===== config.mk =====
export PLATFORM = sky130hd
export DESIGN_NAME = pwm_servo_bank
export DESIGN_NICKNAME = d
export VERILOG_FILES = /design/src/rtl/pluto_pwm_pkg.sv /design/src/rtl/pwm_channel.sv /design/src/rtl/pwm_servo_bank.sv
export SDC_FILE = /design/constraint.sdc
export NUM_CORES = 1
export LEC_CHECK = 0
export ABC_AREA = 1
export CAP_MARGIN = 10
export CORE_MARGIN = 10
export CORE_UTILIZATION = 55
export CTS_CLUSTER_SIZE = 8
export DETAILED_ROUTE_END_ITERATION = 12
export PLACE_DENSITY_LB_ADDON = 0.2
export SLEW_MARGIN = 20
export SYNTH_ARGS = -nofsm -noshare
export SYNTH_HDL_FRONTEND = slang
export SYNTH_SLANG_ARGS = --single-unit

===== constraint.sdc =====
create_clock -name clk -period 5.3 [get_ports clk]
set_input_delay 1.06 -clock clk [delete_from_list [all_inputs] [get_ports clk]]
set_output_delay 1.06 -clock clk [all_outputs]
set_load 0.05 [all_outputs]

===== src/rtl/pluto_pwm_pkg.sv =====
// Shared definitions for the pluto PWM bank: channel/control word bit positions,
// the decoded channel word layout and the dither compare-value helper.
package pluto_pwm_pkg;

  localparam int CH_SIGN   = 15;
  localparam int CH_DITHER = 14;
  localparam int CH_DINV   = 13;
  localparam int CH_UINV   = 12;

  localparam int CTL_KICK  = 0;
  localparam int CTL_FDIS  = 1;

  // Widest supported counter; narrower configurations zero-extend into it.
  localparam int CW_MAX    = 12;

  typedef struct packed {
    logic              sign;
    logic              dither;
    logic              dinv;
    logic              uinv;
    logic [CW_MAX-1:0] duty;
  } chan_word_t;

  function automatic chan_word_t decode_chan_word(input logic [15:0] data, input int cw);
    chan_word_t w;
    w.sign   = data[CH_SIGN];
    w.dither = data[CH_DITHER];
    w.dinv   = data[CH_DINV];
    w.uinv   = data[CH_UINV];
    w.duty   = '0;
    for (int i = 0; i < CW_MAX; i++) begin
      if (i < cw) w.duty[i] = data[i];
    end
    return w;
  endfunction

  // Keeps c[dlsb-1:0] in place and bit-reverses c[cw-1:dlsb].
  function automatic logic [CW_MAX-1:0] bitrev_dither(input logic [CW_MAX-1:0] c,
                                                      input int cw, input int dlsb);
    logic [CW_MAX-1:0] r;
    r = '0;
    for (int i = 0; i < CW_MAX; i++) begin
      if (i < dlsb)    r[i] = c[i];
      else if (i < cw) r[i] = c[cw - 1 - i + dlsb];
    end
    return r;
  endfunction

endpackage


===== src/rtl/pwm_channel.sv =====
// One PWM channel: shadow/active word, compare against the shared counter and output register.
// Active word loads on the bank's period wrap; pins follow the compare by one cycle.
module pwm_channel
  import pluto_pwm_pkg::*;
#(
  parameter int CW   = 11,
  parameter int DLSB = 4
) (
  input  logic          clk,
  input  logic          reset,
  input  logic          i_wr_en,
  input  logic [15:0]   i_wr_data,
  input  logic          i_load,
  input  logic [CW-1:0] i_cnt,
  output logic          o_up,
  output logic          o_down
);

  chan_word_t        r_shadow;
  chan_word_t        r_active;
  logic              r_up;
  logic              r_down;

  logic [CW_MAX-1:0] w_cnt_ext;
  logic [CW_MAX-1:0] w_rev;
  logic [CW_MAX-1:0] w_cmp;
  logic              w_act;

  always_comb begin
    w_cnt_ext = CW_MAX'(i_cnt);
    w_rev     = bitrev_dither(w_cnt_ext, CW, DLSB);
    w_cmp     = r_active.dither ? w_rev : w_cnt_ext;
    // Duty above top never loses the compare, giving a solid 100 %.
    w_act     = r_active.duty > w_cmp;
  end

  always_ff @(posedge clk or posedge reset) begin
    if (reset) begin
      r_shadow <= '0;
      r_active <= '0;
      r_up     <= 1'b0;
      r_down   <= 1'b0;
    end else begin
      if (i_wr_en) r_shadow <= decode_chan_word(i_wr_data, CW);
      if (i_load)  r_active <= r_shadow;
      r_up   <= r_active.uinv ^ (~r_active.sign & w_act);
      r_down <= r_active.dinv ^ (r_active.sign & w_act);
    end
  end

  assign o_up   = r_up;
  assign o_down = r_down;

endmodule


===== src/rtl/pwm_servo_bank.sv =====
// N-channel PWM bank with programmable period, wrap-synchronous register updates and a period watchdog.
// Register writes reach the pins at the next wrap + 1 cycle; there is no backpressure on writes.
module pwm_servo_bank
  import pluto_pwm_pkg::*;
#(
  parameter int NCH         = 4,
  parameter int CW          = 11,
  parameter int DLSB        = 4,
  parameter int WDT_PERIODS = 255
) (
  input  logic           clk,
  input  logic           reset,
  input  logic           wr_en,
  input  logic [4:0]     wr_addr,
  input  logic [15:0]    wr_data,
  output logic [NCH-1:0] up,
  output logic [NCH-1:0] down,
  output logic           at_top,
  output logic           oe
);

  localparam logic [CW-1:0] TOP_RST  = {{(CW-1){1'b1}}, 1'b0};
  localparam logic [7:0]    WDT_LOAD = 8'(WDT_PERIODS);

  logic [CW-1:0]  r_cnt;
  logic [CW-1:0]  r_top_act;
  logic [CW-1:0]  r_top_shd;
  logic [7:0]     r_wdt_cnt;
  logic           r_oe;

  logic           w_at_top;
  logic           w_top_we;
  logic           w_ctl_we;
  logic           w_kick;
  logic           w_fdis;
  logic [NCH-1:0] w_ch_we;

  always_comb begin
    w_at_top = (r_cnt == r_top_act);
    w_top_we = wr_en && (wr_addr == 5'(NCH));
    w_ctl_we = wr_en && (wr_addr == 5'(NCH + 1));
    w_fdis   = w_ctl_we && wr_data[CTL_FDIS];
    w_kick   = w_ctl_we && wr_data[CTL_KICK] && !wr_data[CTL_FDIS];
    w_ch_we  = '0;
    for (int i = 0; i < NCH; i++) begin
      w_ch_we[i] = wr_en && (wr_addr == 5'(i));
    end
  end

  // Top is only swapped at wrap, so a smaller new top cannot strand the counter above it.
  always_ff @(posedge clk or posedge reset) begin
    if (reset) begin
      r_cnt     <= '0;
      r_top_act <= TOP_RST;
      r_top_shd <= TOP_RST;
    end else begin
      if (w_top_we) r_top_shd <= wr_data[CW-1:0];
      if (w_at_top) begin
        r_cnt     <= '0;
        r_top_act <= r_top_shd;
      end else begin
        r_cnt     <= r_cnt + 1'b1;
      end
    end
  end

  // A kick on a wrap cycle reloads rather than decrements.
  always_ff @(posedge clk or posedge reset) begin
    if (reset) begin
      r_wdt_cnt <= '0;
      r_oe      <= 1'b0;
    end else if (w_fdis) begin
      r_wdt_cnt <= '0;
      r_oe      <= 1'b0;
    end else if (w_kick) begin
      r_wdt_cnt <= WDT_LOAD;
      r_oe      <= (WDT_LOAD != 8'd0);
    end else if (w_at_top && (r_wdt_cnt != 8'd0)) begin
      r_wdt_cnt <= r_wdt_cnt - 8'd1;
      if (r_wdt_cnt == 8'd1) r_oe <= 1'b0;
    end
  end

  for (genvar g = 0; g < NCH; g++) begin : g_ch
    pwm_channel #(
      .CW   (CW),
      .DLSB (DLSB)
    ) u_ch (
      .clk       (clk),
      .reset     (reset),
      .i_wr_en   (w_ch_we[g]),
      .i_wr_data (wr_data),
      .i_load    (w_at_top),
      .i_cnt     (r_cnt),
      .o_up      (up[g]),
      .o_down    (down[g])
    );
  end

  assign at_top = w_at_top;
  assign oe     = r_oe;

endmodule


==> metrics.md <==
| Metric | Value |
|---|---|
| Status | `finished clean` |
| Number of slew-limit violations in the final report | `0` |
| Int Pwr | `0.002908 W` |
| Share of the yosys chip area belonging to registers | `50.24%` |
| Power consumption | `0.004511 W` |
| Arrival @ worst endpoint | `3.20 ns` |
| Number of antenna-violating nets in the routed design | `0` |
| Die X-Extent | `144.5 µm` |
| EDFF count, synth | `0` |
| Power Density | `478.6 mW/mm²` |
| Nets@finish | `1101` |
| Peak ir drop on the vdd network | `276.8 µV` |
| Type of element capturing the critical path | `output pin` |
| Critical path launch point type | `register` |
| Chip Height | `144.5 µm` |
| Tcrit/Tclk final | `80.36%` |
| Post-synthesis instance total | `1019` |
| Summed negative setup slack over all endpoints | `0 ns` |
| Maximum clock insertion buffer count | `2` |
| Req. time, crit path | `4.24 ns` |
| Iteration count of the initial detailed-routing pass | `5` |
| Worst clock skew on the final layout | `0.007247 ns` |
| Root buffer cell | `sky130_fd_sc_hd__clkbuf_16` |
| Crit path top cell by count | `sky130_fd_sc_hd__nand2_1` |
| Share of power burned in registers | `40.8%` |
| Syn Area/Cell | `8.359 µm²` |
| Share of layout cells above drive strength 1 | `8.925%` |
| Initial antenna violation count | `0` |
| RSZ-0062 raised after global routing | `no` |
| Via/cell ratio | `5.212` |
| Number of distinct library cells after synthesis | `32` |
| Clock share of power | `28.8%` |
| Number of inserted filler cells in the final layout | `1360` |
| Number of placed I/O pins | `34` |
| Worst-margin pin slew | `1.045 ns` |
| Total Die Area | `0.02087 mm²` |
| Crit Path Class | `register to output pin` |
| Synthesized flop and latch total | `170` |
| Number of global-route vias before repair | `6020` |
| Post-synth top flop | `sky130_fd_sc_hd__dfrtp_1` |
| Initial standard-cell utilization of the core | `56.03%` |
| Hold_buf cts | `0` |
| Largest net degree at the start of global routing | `171` |
| Cell Rows | `45` |
| Hold WS | `0.4633 ns` |
| Sinks on the clock net | `170` |
| Min Tclk post-route | `4.259 ns` |
| Asr flop ratio synth | `100.0%` |
| Clock slew seen by the registers of the worst setup and hold paths | `0.06 ns` |
| Clock H-tree levels | `4` |
| Number of failing hold endpoints at the final stage | `0` |
| TritonCTS clock tree | `built` |
| Hold wc startpoint | `r_top_shd[10]` |
| Critical R2R Launch | `r_cnt[4]` |
| Clock latency on the worst-skew pair | `0.44 ns` |
| Rel. slew slack | `30.33%` |
| Gr usage total | `19.09%` |
| Switching Fraction | `35.55%` |
| Max-cap viol count | `0` |
| Total number of vias | `6411` |
| Floorplan Core Area | `0.01520 mm²` |
| Critical-path cell with the highest stage delay | `sky130_fd_sc_hd__clkdlybuf4s50_1` |
| Critical path cell sequence | `inv_4 > nand2_1 > nand2_1 > nand2_1 > inv_2 > nand2_1 > nor2_4 > nand2_8 > inv_12 > clkdlybuf4s50_1` |
| Num CTS Buffers | `17` |
| Final weighted congestion in routability-driven placement | `0.8791` |
| Switch Pwr | `0.001604 W` |
| Final HPWL DP | `12.24 mm` |
| DRC viols | `0` |
| Post-cts repair resize count | `0` |
| Relative contribution of combinational cells to total power | `30.3%` |
| Leakage Power | `4.848 nW` |
| Final setup violation count | `0` |
| Worst stage delay on the critical path | `0.90 ns` |
| Port Buffer Count | `32` |
| Largest fanout of any net on the critical path | `100` |
| Mapped cell area | `0.008518 mm²` |
| Synthesis-to-layout area growth | `10.66%` |
| Worst Hold Class | `register to register` |
| Wire length per cell | `15.07 µm` |
| Wire length of the first global-routing pass | `30.81 mm` |
| Fmax | `234.8 MHz` |
| Launch point of the critical path | `r_cnt[4]` |
| Count of antenna diodes in the layout | `0` |
| Remaining Overflow, GRT | `0` |
| Total nets after synthesis | `1091` |
| DRT Wirelength | `18.54 mm` |
| Drt initial violations | `544` |
| Post-CTS setup repair buffer count | `0` |
| Synth warnings | `0` |
kinds of logic (layout without fill, tap and decap cells):
logic type | count (synthesis) | in the layout | synth area share (%)
AO/OA/AOI/OAI | 150 | 150 | 9.812
XOR/XNOR | 9 | 9 | 0.9253
adder cells (fa/ha/maj) | 48 | 48 | 7.051
buffers and inverters | 138 | 161 | 7.976
flip-flops | 170 | 170 | 50.23
AND/OR/NAND/NOR | 504 | 504 | 24.00
Yosys cell counts, types with 2 or more instances:
cell / count / area [µm²]
sky130_fd_sc_hd__a21o_1: 4 / 30.03
sky130_fd_sc_hd__a21oi_1: 22 / 110.1
sky130_fd_sc_hd__buf_2: 6 / 30.03
sky130_fd_sc_hd__buf_4: 8 / 60.06
sky130_fd_sc_hd__buf_6: 11 / 123.9
sky130_fd_sc_hd__buf_8: 2 / 30.03
sky130_fd_sc_hd__clkbuf_1: 18 / 67.56
sky130_fd_sc_hd__dfrtp_1: 150 / 3754
sky130_fd_sc_hd__dfstp_2: 20 / 525.5
sky130_fd_sc_hd__ha_1: 48 / 600.6
sky130_fd_sc_hd__inv_1: 84 / 315.3
sky130_fd_sc_hd__inv_2: 5 / 18.77
sky130_fd_sc_hd__inv_4: 2 / 12.51
sky130_fd_sc_hd__nand2_1: 406 / 1524
sky130_fd_sc_hd__nand2_2: 4 / 25.02
sky130_fd_sc_hd__nand3_1: 33 / 165.2
sky130_fd_sc_hd__nand4_1: 16 / 100.1
sky130_fd_sc_hd__nor2_1: 30 / 112.6
sky130_fd_sc_hd__nor2_2: 2 / 12.51
sky130_fd_sc_hd__nor2_4: 2 / 22.52
sky130_fd_sc_hd__nor3_1: 7 / 35.03
sky130_fd_sc_hd__o21ai_0: 101 / 505.5
sky130_fd_sc_hd__o21ai_1: 3 / 15.01
sky130_fd_sc_hd__o21ai_2: 20 / 175.2
sky130_fd_sc_hd__xnor2_1: 5 / 43.79
sky130_fd_sc_hd__xor2_1: 4 / 35.03
worst max-delay path, delay by kind of cell, from the launching register on:
family | cells | cell delay, ns
buffers and inverters | 4 | 1.52
DFF | 1 | 0.50
and+or+nand+nor | 6 | 0.70
final cells by class:
type	instances	area (µm²)	area share [%]
Clock buffer	23	478.0	5.070
Clock inverter	9	137.6	1.460
Inverter	92	366.6	3.889
Multi-Input combinational cell	711	3560	37.76
Sequential cell	170	4279	45.39
Tap cell	188	235.2	2.495
Timing Repair Buffer	37	370.4	3.929
power by group through the flow:
stage | Combinational, W | Clock (W) | Sequential [W]
finish | 0.00137 | 0.00130 | 0.00184
floorplan | 0.00114 | 0 | 0.00177
global placement | 0.00133 | 0 | 0.00185
CTS | 0.00138 | 0.00132 | 0.00184
global route | 0.00157 | 0.00138 | 0.00189
detailed placement | 0.00136 | 0 | 0.00186
worst paths after layout:
path | end | slack, ns | cells after the start
max in group asynchronous | g_ch[2].u_ch.r_shadow[9] | 3.30 | 3
min in group asynchronous | g_ch[3].u_ch.r_active[9] | 1.12 | 3
hold reg to reg | r_top_act[10] | 0.46 | 2
setup / recovery | at_top | 1.04 | 10
setup reg to reg | g_ch[0].u_ch.r_active[8] | 2.98 | 11
hold / removal | r_top_act[10] | 0.46 | 2
cells in the final DEF, fill, tap and decap left out, types with 5 or more instances in the layout:
cell / Yosys / routed
sky130_fd_sc_hd__inv_1: 84 / 83
sky130_fd_sc_hd__dfrtp_1: 150 / 150
sky130_fd_sc_hd__nor2_1: 30 / 30
sky130_fd_sc_hd__o21ai_0: 101 / 101
sky130_fd_sc_hd__clkdlybuf4s50_1: 0 / 32
sky130_fd_sc_hd__clkbuf_16: 0 / 17
sky130_fd_sc_hd__xnor2_1: 5 / 5
sky130_fd_sc_hd__o21ai_2: 20 / 20
sky130_fd_sc_hd__nand4_1: 16 / 16
sky130_fd_sc_hd__a21oi_1: 22 / 22
sky130_fd_sc_hd__nor3_1: 7 / 7
sky130_fd_sc_hd__dfstp_2: 20 / 20
sky130_fd_sc_hd__ha_1: 48 / 48
sky130_fd_sc_hd__nand2_1: 406 / 406
sky130_fd_sc_hd__inv_2: 5 / 5
sky130_fd_sc_hd__nand3_1: 33 / 33
routing by layer:
| metal | track usage [%] | vias to the layer above | share of wire, % |
|---|---|---|---|
| li1 | - | 3261 | - |
| met1 | 27.26 | 3010 | 49 |
| met2 | 28.78 | 122 | 46 |
| met3 | 4.264 | 18 | 4.8 |
| met4 | 4.734 | 0 | 0.97 |
| met5 | 0 | - | 0 |
through the flow:
| stage | util [%] | area (µm²) | std cells | worst slack [ns] |
|---|---|---|---|---|
| 2_1_floorplan | - | 8522 | 1019 | 2.088 |
| 3_3_place_gp | 57.96 | 8811 | 1198 | 1.461 |
| 3_5_place_dp | 57.96 | 8811 | 1198 | 1.449 |
| 4_1_cts | 62.01 | 9427 | 1230 | 0.9787 |
| 5_1_grt | 62.01 | 9427 | 1230 | 0.8331 |
| 6_report | 62.01 | 9427 | 1230 | 1.041 |
state kept, by name, summed over array words and instances, names as in the netlist:
name and count:
r_cnt 11, oe 1, g_ch.u_ch.o_up 4, r_wdt_cnt 8, g_ch.u_ch.r_shadow 60, g_ch.u_ch.r_active 60
r_top_shd 11, g_ch.u_ch.o_down 4, r_top_act 11
(Power assumes the default switching activity.)
